File: src/rtl/rv32i_pkg.sv
// rv32i_pkg
// Shared RV32I decode definitions: base-set opcode values, immediate format
// codes, the decode-stage buffer states and the buffered entry layout.
// No ports (package).
package rv32i_pkg;

    // Major opcodes (instr[6:0]) of the RV32I base set
    localparam logic [6:0] OPC_LUI     = 7'b0110111;
    localparam logic [6:0] OPC_AUIPC   = 7'b0010111;
    localparam logic [6:0] OPC_JAL     = 7'b1101111;
    localparam logic [6:0] OPC_JALR    = 7'b1100111;
    localparam logic [6:0] OPC_BRANCH  = 7'b1100011;
    localparam logic [6:0] OPC_LOAD    = 7'b0000011;
    localparam logic [6:0] OPC_STORE   = 7'b0100011;
    localparam logic [6:0] OPC_OPIMM   = 7'b0010011;
    localparam logic [6:0] OPC_OP      = 7'b0110011;
    localparam logic [6:0] OPC_MISCMEM = 7'b0001111;
    localparam logic [6:0] OPC_SYSTEM  = 7'b1110011;

    // Immediate format codes
    localparam logic [2:0] IMM_I     = 3'd0;
    localparam logic [2:0] IMM_B     = 3'd1;
    localparam logic [2:0] IMM_S     = 3'd2;
    localparam logic [2:0] IMM_U     = 3'd3;
    localparam logic [2:0] IMM_J     = 3'd4;
    localparam logic [2:0] IMM_SHAMT = 3'd5;
    localparam logic [2:0] IMM_NONE  = 3'd7;

    // OP-IMM funct3 values that carry a shift amount instead of an immediate
    localparam logic [2:0] F3_SLLI      = 3'b001;
    localparam logic [2:0] F3_SRLI_SRAI = 3'b101;

    // Two-entry buffer occupancy
    typedef enum logic [1:0] {
        ST_EMPTY = 2'd0,
        ST_FULL  = 2'd1,
        ST_SKID  = 2'd2
    } buf_state_t;

    // One decoded instruction as held in the head or skid slot
    typedef struct packed {
        logic [31:0] instr;
        logic [31:0] pc;
        logic [2:0]  imm_type;
        logic [31:0] imm;
        logic        illegal;
    } dec_entry_t;

    localparam dec_entry_t ENTRY_RESET = '{
        instr:    32'd0,
        pc:       32'd0,
        imm_type: IMM_NONE,
        imm:      32'd0,
        illegal:  1'b0
    };

endpackage

File: src/rtl/imm_extractor.sv
// imm_extractor
// Purely combinational RV32I immediate generator. Rebuilds the 32-bit
// immediate of the selected format from the instruction bits; unknown or
// "none" formats give zero.
// Ports:
//   instr_i     [31:7] instruction word without the opcode field
//   imm_type_i  [2:0]  format code (IMM_I .. IMM_SHAMT, IMM_NONE)
//   imm_o       [31:0] sign- or zero-extended immediate
module imm_extractor
    import rv32i_pkg::*;
(
    input  logic [31:7] instr_i,
    input  logic [2:0]  imm_type_i,
    output logic [31:0] imm_o
);

    always_comb begin
        imm_o = '0;
        case (imm_type_i)
            IMM_I:     imm_o = {{20{instr_i[31]}}, instr_i[31:20]};
            IMM_S:     imm_o = {{20{instr_i[31]}}, instr_i[31:25], instr_i[11:7]};
            // B and J scramble the offset bits; bit 0 is always zero
            IMM_B:     imm_o = {{19{instr_i[31]}}, instr_i[31], instr_i[7],
                                instr_i[30:25], instr_i[11:8], 1'b0};
            IMM_U:     imm_o = {instr_i[31:12], 12'd0};
            IMM_J:     imm_o = {{11{instr_i[31]}}, instr_i[31], instr_i[19:12],
                                instr_i[20], instr_i[30:21], 1'b0};
            IMM_SHAMT: imm_o = {27'd0, instr_i[24:20]};
            default:   imm_o = '0;
        endcase
    end

endmodule

File: src/rtl/imm_decode_stage.sv
// imm_decode_stage
// Decode-stage front end: classifies each fetched RV32I instruction into an
// immediate format, extracts the immediate, and hands instruction, PC, format,
// immediate and illegal flag to EX through a two-entry (head + skid) buffer.
//
// Handshake: a transfer happens on a rising clk edge where valid and ready are
// both high; the sender holds valid and its payload until that edge, and
// ready never depends combinationally on valid in the same cycle.
//
// Ports:
//   clk, rst_n             clock, asynchronous active-low reset
//   in_valid/in_ready      IF -> decode handshake (in_ready is a register)
//   in_instr, in_pc        fetched word and its PC
//   flush                  drop every held and incoming instruction
//   out_valid/out_ready    decode -> EX handshake
//   out_instr, out_pc      head entry instruction and PC
//   out_imm_type, out_imm  head entry format code and immediate
//   out_illegal            head entry opcode outside RV32I base set
//   dbg_state_o            buffer state (EMPTY/FULL/SKID) for observation
module imm_decode_stage
    import rv32i_pkg::*;
#(
    parameter int XLEN = 32
) (
    input  logic            clk,
    input  logic            rst_n,
    input  logic            in_valid,
    output logic            in_ready,
    input  logic [31:0]     in_instr,
    input  logic [XLEN-1:0] in_pc,
    input  logic            flush,
    output logic            out_valid,
    input  logic            out_ready,
    output logic [31:0]     out_instr,
    output logic [XLEN-1:0] out_pc,
    output logic [2:0]      out_imm_type,
    output logic [XLEN-1:0] out_imm,
    output logic            out_illegal,
    output logic [1:0]      dbg_state_o
);

    buf_state_t  state_q, state_d;
    dec_entry_t  head_q, skid_q;
    dec_entry_t  new_entry;
    logic        in_ready_q;
    logic [2:0]  imm_type_sel;
    logic        illegal_sel;
    logic [31:0] imm_sel;
    logic        accept;
    logic        drain;

    // Format selection from the opcode (and funct3 for OP-IMM shifts)
    always_comb begin
        imm_type_sel = IMM_NONE;
        illegal_sel  = 1'b0;
        case (in_instr[6:0])
            OPC_LUI, OPC_AUIPC:            imm_type_sel = IMM_U;
            OPC_JAL:                       imm_type_sel = IMM_J;
            OPC_JALR, OPC_LOAD, OPC_SYSTEM: imm_type_sel = IMM_I;
            OPC_BRANCH:                    imm_type_sel = IMM_B;
            OPC_STORE:                     imm_type_sel = IMM_S;
            OPC_OPIMM: begin
                if (in_instr[14:12] == F3_SLLI || in_instr[14:12] == F3_SRLI_SRAI) begin
                    imm_type_sel = IMM_SHAMT;
                end else begin
                    imm_type_sel = IMM_I;
                end
            end
            OPC_OP, OPC_MISCMEM:           imm_type_sel = IMM_NONE;
            default: begin
                imm_type_sel = IMM_NONE;
                illegal_sel  = 1'b1;
            end
        endcase
    end

    imm_extractor u_imm_extractor (
        .instr_i    (in_instr[31:7]),
        .imm_type_i (imm_type_sel),
        .imm_o      (imm_sel)
    );

    always_comb begin
        new_entry.instr    = in_instr;
        new_entry.pc       = in_pc;
        new_entry.imm_type = imm_type_sel;
        new_entry.imm      = imm_sel;
        new_entry.illegal  = illegal_sel;
    end

    assign out_valid = (state_q != ST_EMPTY);
    assign accept    = in_valid & in_ready_q;
    assign drain     = out_valid & out_ready;

    always_comb begin
        state_d = state_q;
        case (state_q)
            ST_EMPTY: if (accept) state_d = ST_FULL;
            ST_FULL: begin
                if (accept && !drain) begin
                    state_d = ST_SKID;
                end else if (drain && !accept) begin
                    state_d = ST_EMPTY;
                end
            end
            ST_SKID:  if (drain) state_d = ST_FULL;
            default:  state_d = ST_EMPTY;
        endcase
        // Redirect wins over any accept or drain in the same cycle
        if (flush) state_d = ST_EMPTY;
    end

    always_ff @(posedge clk or negedge rst_n) begin
        if (!rst_n) begin
            state_q    <= ST_EMPTY;
            head_q     <= ENTRY_RESET;
            skid_q     <= ENTRY_RESET;
            in_ready_q <= 1'b1;
        end else begin
            state_q    <= state_d;
            // Ready is derived from the next state, so out_ready never
            // reaches in_ready through combinational logic
            in_ready_q <= (state_d != ST_SKID);
            if (!flush) begin
                case (state_q)
                    ST_EMPTY: if (accept) head_q <= new_entry;
                    ST_FULL: begin
                        if (accept && drain) begin
                            head_q <= new_entry;
                        end else if (accept) begin
                            skid_q <= new_entry;
                        end
                    end
                    ST_SKID:  if (drain) head_q <= skid_q;
                    default: ;
                endcase
            end
        end
    end

    assign in_ready     = in_ready_q;
    assign out_instr    = head_q.instr;
    assign out_pc       = head_q.pc;
    assign out_imm_type = head_q.imm_type;
    assign out_imm      = head_q.imm;
    assign out_illegal  = head_q.illegal;
    assign dbg_state_o  = state_q;

endmodule

File: config.mk
export PLATFORM = sky130hd
export DESIGN_NAME = imm_decode_stage
export DESIGN_NICKNAME = d
export VERILOG_FILES = /design/src/rtl/rv32i_pkg.sv /design/src/rtl/imm_extractor.sv /design/src/rtl/imm_decode_stage.sv
export SDC_FILE = /design/constraint.sdc
export NUM_CORES = 1
export LEC_CHECK = 0
export CAP_MARGIN = 10
export CORE_MARGIN = 1
export CORE_UTILIZATION = 40
export CTS_CLUSTER_DIAMETER = 120
export DETAILED_ROUTE_END_ITERATION = 12
export GPL_TIMING_DRIVEN = 1
export HOLD_SLACK_MARGIN = 0.12
export PLACE_DENSITY_LB_ADDON = 0.3
export SLEW_MARGIN = 0
export SYNTH_ARGS = -nofsm -noshare
export SYNTH_HDL_FRONTEND = slang
export SYNTH_SLANG_ARGS = --single-unit
export TNS_END_PERCENT = 1
File: constraint.sdc
create_clock -name clk -period 2.89 [get_ports clk]
set_clock_uncertainty 0.2 [all_clocks]
set_input_delay 0.7225 -clock clk [delete_from_list [all_inputs] [get_ports clk]]
set_output_delay 0.7225 -clock clk [all_outputs]
set_load 0.01 [all_outputs]
==> impl_metrics.csv <==
group,metric,value,unit
outcome,status,"finished clean",
sta,min_period,2.700,ns
global_route,grtUsageTotal,0.2125,
sta,rsz0062_at_grt,"false",
global_route,grt_overflow,0,
power,power_density,706.9,nW/um2
floorplanning,die_y,151.5,um
placed_design,dp_cells,1418,
floorplanning,io_pins,173,
setup_path,reg2regPathDepth,5,
setup_path,crit_path_end_kind,"output port",
layout,finalNonFillerCells,1460,
clocking,cts_buffers,23,
placed_design,io_buffers,172,
floorplanning,rows,54,
min_path,hold-path-endpoint,"skid_q[83]$_DFFE_PN0P_",
synth,synth_edf_count,0,
setup_path,crit_path_max_fanout,9,
sta,final-setup-viol-count,0,
setup_path,crit_type,"reg -> out",
global_route,antenna_found_initial,0,
sta,finalHoldViolCount,0,
setup_path,startpoint_type,"flop",
clocking,cts_max_level,1,
synth,netlist_area,8945,um2
routing,totalWireLength,24160,um
synth,synth.distinct_cells,51,
routing,vias,7566,
floorplanning,coreArea,21890,um2
layout,syn2layout_area_growth,33.17,%
synth,ys_ff_latch,203,
min_path,min_delay_path_depth,2,
power,intPower,6.101,mW
synth,syn_area_per_cell,9.063,um2
layout,fin_area,11910,um2
sta,max_slew_margin,0.4983,
setup_path,r2r_slack,0.68,ns
clocking,hold_buffers,1,
routing,postRouteAntennaNets,0,
clocking,cts_tree,"built",
power,p_leak,5.303,nW
power,peakVddDrop,0.4803,mV
synth,synth_warnings,0,
clocking,clk_latency,0.50,ns
synth,ys_async_sr_fraction,1.000,
sta,min_period_over_period,0.9342,
synth,seq_area_frac_synth,0.5689,
global_route,grt_pass1_wl,38150,um
global_route,grt_max_degree,61,
placed_design,dp_hpwl,16140,um
clocking,clock_path_buffers,3,
routing,drc,0,
power,pwr-share-clk,0.330,
layout,n_antenna_cell,0,
routing,drt_iter0_drc,567,
synth,ys.flop_type,"dfrtp_1",
layout,drive_gt1_frac,0.1008,
sta,worst_pin_slew,0.7526,ns
setup_path,cp.required,1.97,ns
layout,finalNetCount,1233,
setup_path,cp.arrival,1.78,ns
clocking,cts_resized,0,
sta,setup_slack,0.1901,ns
placed_design,place_area,11180,um2
routing,via_per_inst,5.182,
power,p_total,8.421,mW
routing,wl_per_cell,16.55,um
power,power_frac_comb,0.213,
floorplanning,dieArea,22960,um2
min_path,hp-start,"skid_q[83]$_DFFE_PN0P_",
sta,drv_slew,0,
power,p_switching,2.320,mW
global_route,grt_pass1_vias,7234,
clocking,clkTransAtPathRegs,0.06,ns
power,seq_power_share,0.457,
synth,syn_nets,1056,
setup_path,timing.rr.start,"dbg_state_o[0]$_DFF_PN0_",
sta,max_freq,370.4,MHz
placed_design,post-place-ws,-0.03594,ns
clocking,post_cts_buffers,0,
clocking,ctsRootBufferMaster,"clkbuf_16",
placed_design,place_congestion,0.8550,
job,maxCapViolCount,0,
routing,drtPass1Iterations,5,
floorplanning,dieWidth,151.5,um
min_path,hold_class,"reg -> reg",
setup_path,reg2reg_to,"out_imm[10]$_DFFE_PN0P_",
synth,syn_inst,987,
floorplanning,initial_core_util,0.4086,
power,p_sw_frac,0.2755,
clocking,clock_sinks,203,
-- area by class of cell --
cell class,instances,area (um2)
Clock buffer,34,656.9
Clock inverter,7,60.06
Multi-Input combinational cell,713,3490
Inverter,2,7.507
Fill cell,1954,9980
Sequential cell,203,5089
Tap cell,280,350.3
Timing Repair Buffer,221,2258
-- routing by layer --
layer	global-route usage	wire length (um)	vias up
met5	0	0	-
met4	0.04802	314	0
met3	0.04281	1770	24
met2	0.3395	11240	228
met1	0.2975	10840	3658
li1	-	-	3656
-- cell usage after synthesis, types with 4 or more instances --
cell type	count	area (um2)
nand2_1	355	1333
dfrtp_1	196	4905
nor2_1	115	431.7
a31oi_1	92	575.6
clkbuf_1	34	127.6
nor3_1	17	85.08
buf_2	16	80.08
o21ai_0	16	80.08
a21oi_1	12	60.06
a211oi_1	10	75.07
a211oi_2	10	125.1
buf_4	9	67.56
mux2i_1	9	90.09
and3_1	8	50.05
buf_6	8	90.09
a22o_1	7	61.31
dfstp_2	7	183.9
or2b_1	7	52.55
a221o_1	6	60.06
a21o_1	5	37.54
a22oi_1	5	37.54
nor2b_1	5	31.28
and2_2	4	30.03
-- worst max-delay path by stage --
stage          slack, ns                       to                     start
5_1_grt             0.11                out_valid  dbg_state_o[1]$_DFF_PN0_
2_1_floorplan       0.46  out_imm[21]$_DFFE_PN0P_               in_instr[6]
6_report            0.19                out_valid  dbg_state_o[1]$_DFF_PN0_
3_5_place_dp       -0.04  out_imm[10]$_DFFE_PN0P_               in_instr[5]
4_1_cts             0.16                out_valid  dbg_state_o[1]$_DFF_PN0_
3_3_place_gp      -0.004    skid_q[8]$_DFFE_PN0P_               in_instr[5]
-- power groups by stage --
| stage | logic, mW | clock network (mW) | registers, mW |
|---|---|---|---|
| global placement | 1.77 | 0 | 3.87 |
| finish | 1.79 | 2.78 | 3.85 |
| floorplan | 0.737 | 0 | 3.93 |
| detailed placement | 1.81 | 0 | 3.89 |
| global route | 2.00 | 2.96 | 3.92 |
| CTS | 1.81 | 2.83 | 3.85 |
-- placed cells by master, fill, tap and decap left out, drive strengths merged, types with 4 or more instances in the layout --
cell type	count
a22o	7
buf	48
nand2	355
or2b	8
a21o	6
o21ai	16
and3	9
mux2i	9
nor3	19
dfstp	7
clkinv	6
a31oi	92
a211oi	20
a21oi	14
clkbuf	35
nor2b	5
a22oi	5
dfrtp	196
and2	4
nor2	116
clkdlybuf4s50	171
a221o	6
-- kinds of logic (layout without fill, tap and decap cells) --
| group | Yosys count | in the layout | synth area share |
|---|---|---|---|
| compound gates | 175 | 175 | 0.1368 |
| buf+inv | 71 | 264 | 0.04350 |
| flops | 203 | 203 | 0.5689 |
| mux | 9 | 9 | 0.01007 |
| simple gates | 529 | 529 | 0.2407 |
-- per-stage QoR --
step                      setup TNS, ns  hold WS, ns    util
final                                 0       0.2734  0.5441
after global routing                  0       0.2934  0.5441
after CTS                             0       0.2760  0.5441
after detailed placement        -0.3077       0.2619  0.5109
after global placement        -0.008859       0.2569  0.5109
after floorplan                       0       0.2269       -
-- flip-flops by register name, summed over array words and instances, names as in the netlist --
signal	count
out_illegal	1
out_imm	32
dbg_state_o	2
out_imm_type	3
out_pc	32
out_instr	32
in_ready	1
skid_q	100
-- critical path: stages, from the launching register on --
cell,delay [ns]
dfrtp_1,0.48
or2_2,0.33
clkdlybuf4s50_1,0.47
Power figures use the tool's default switching activity.
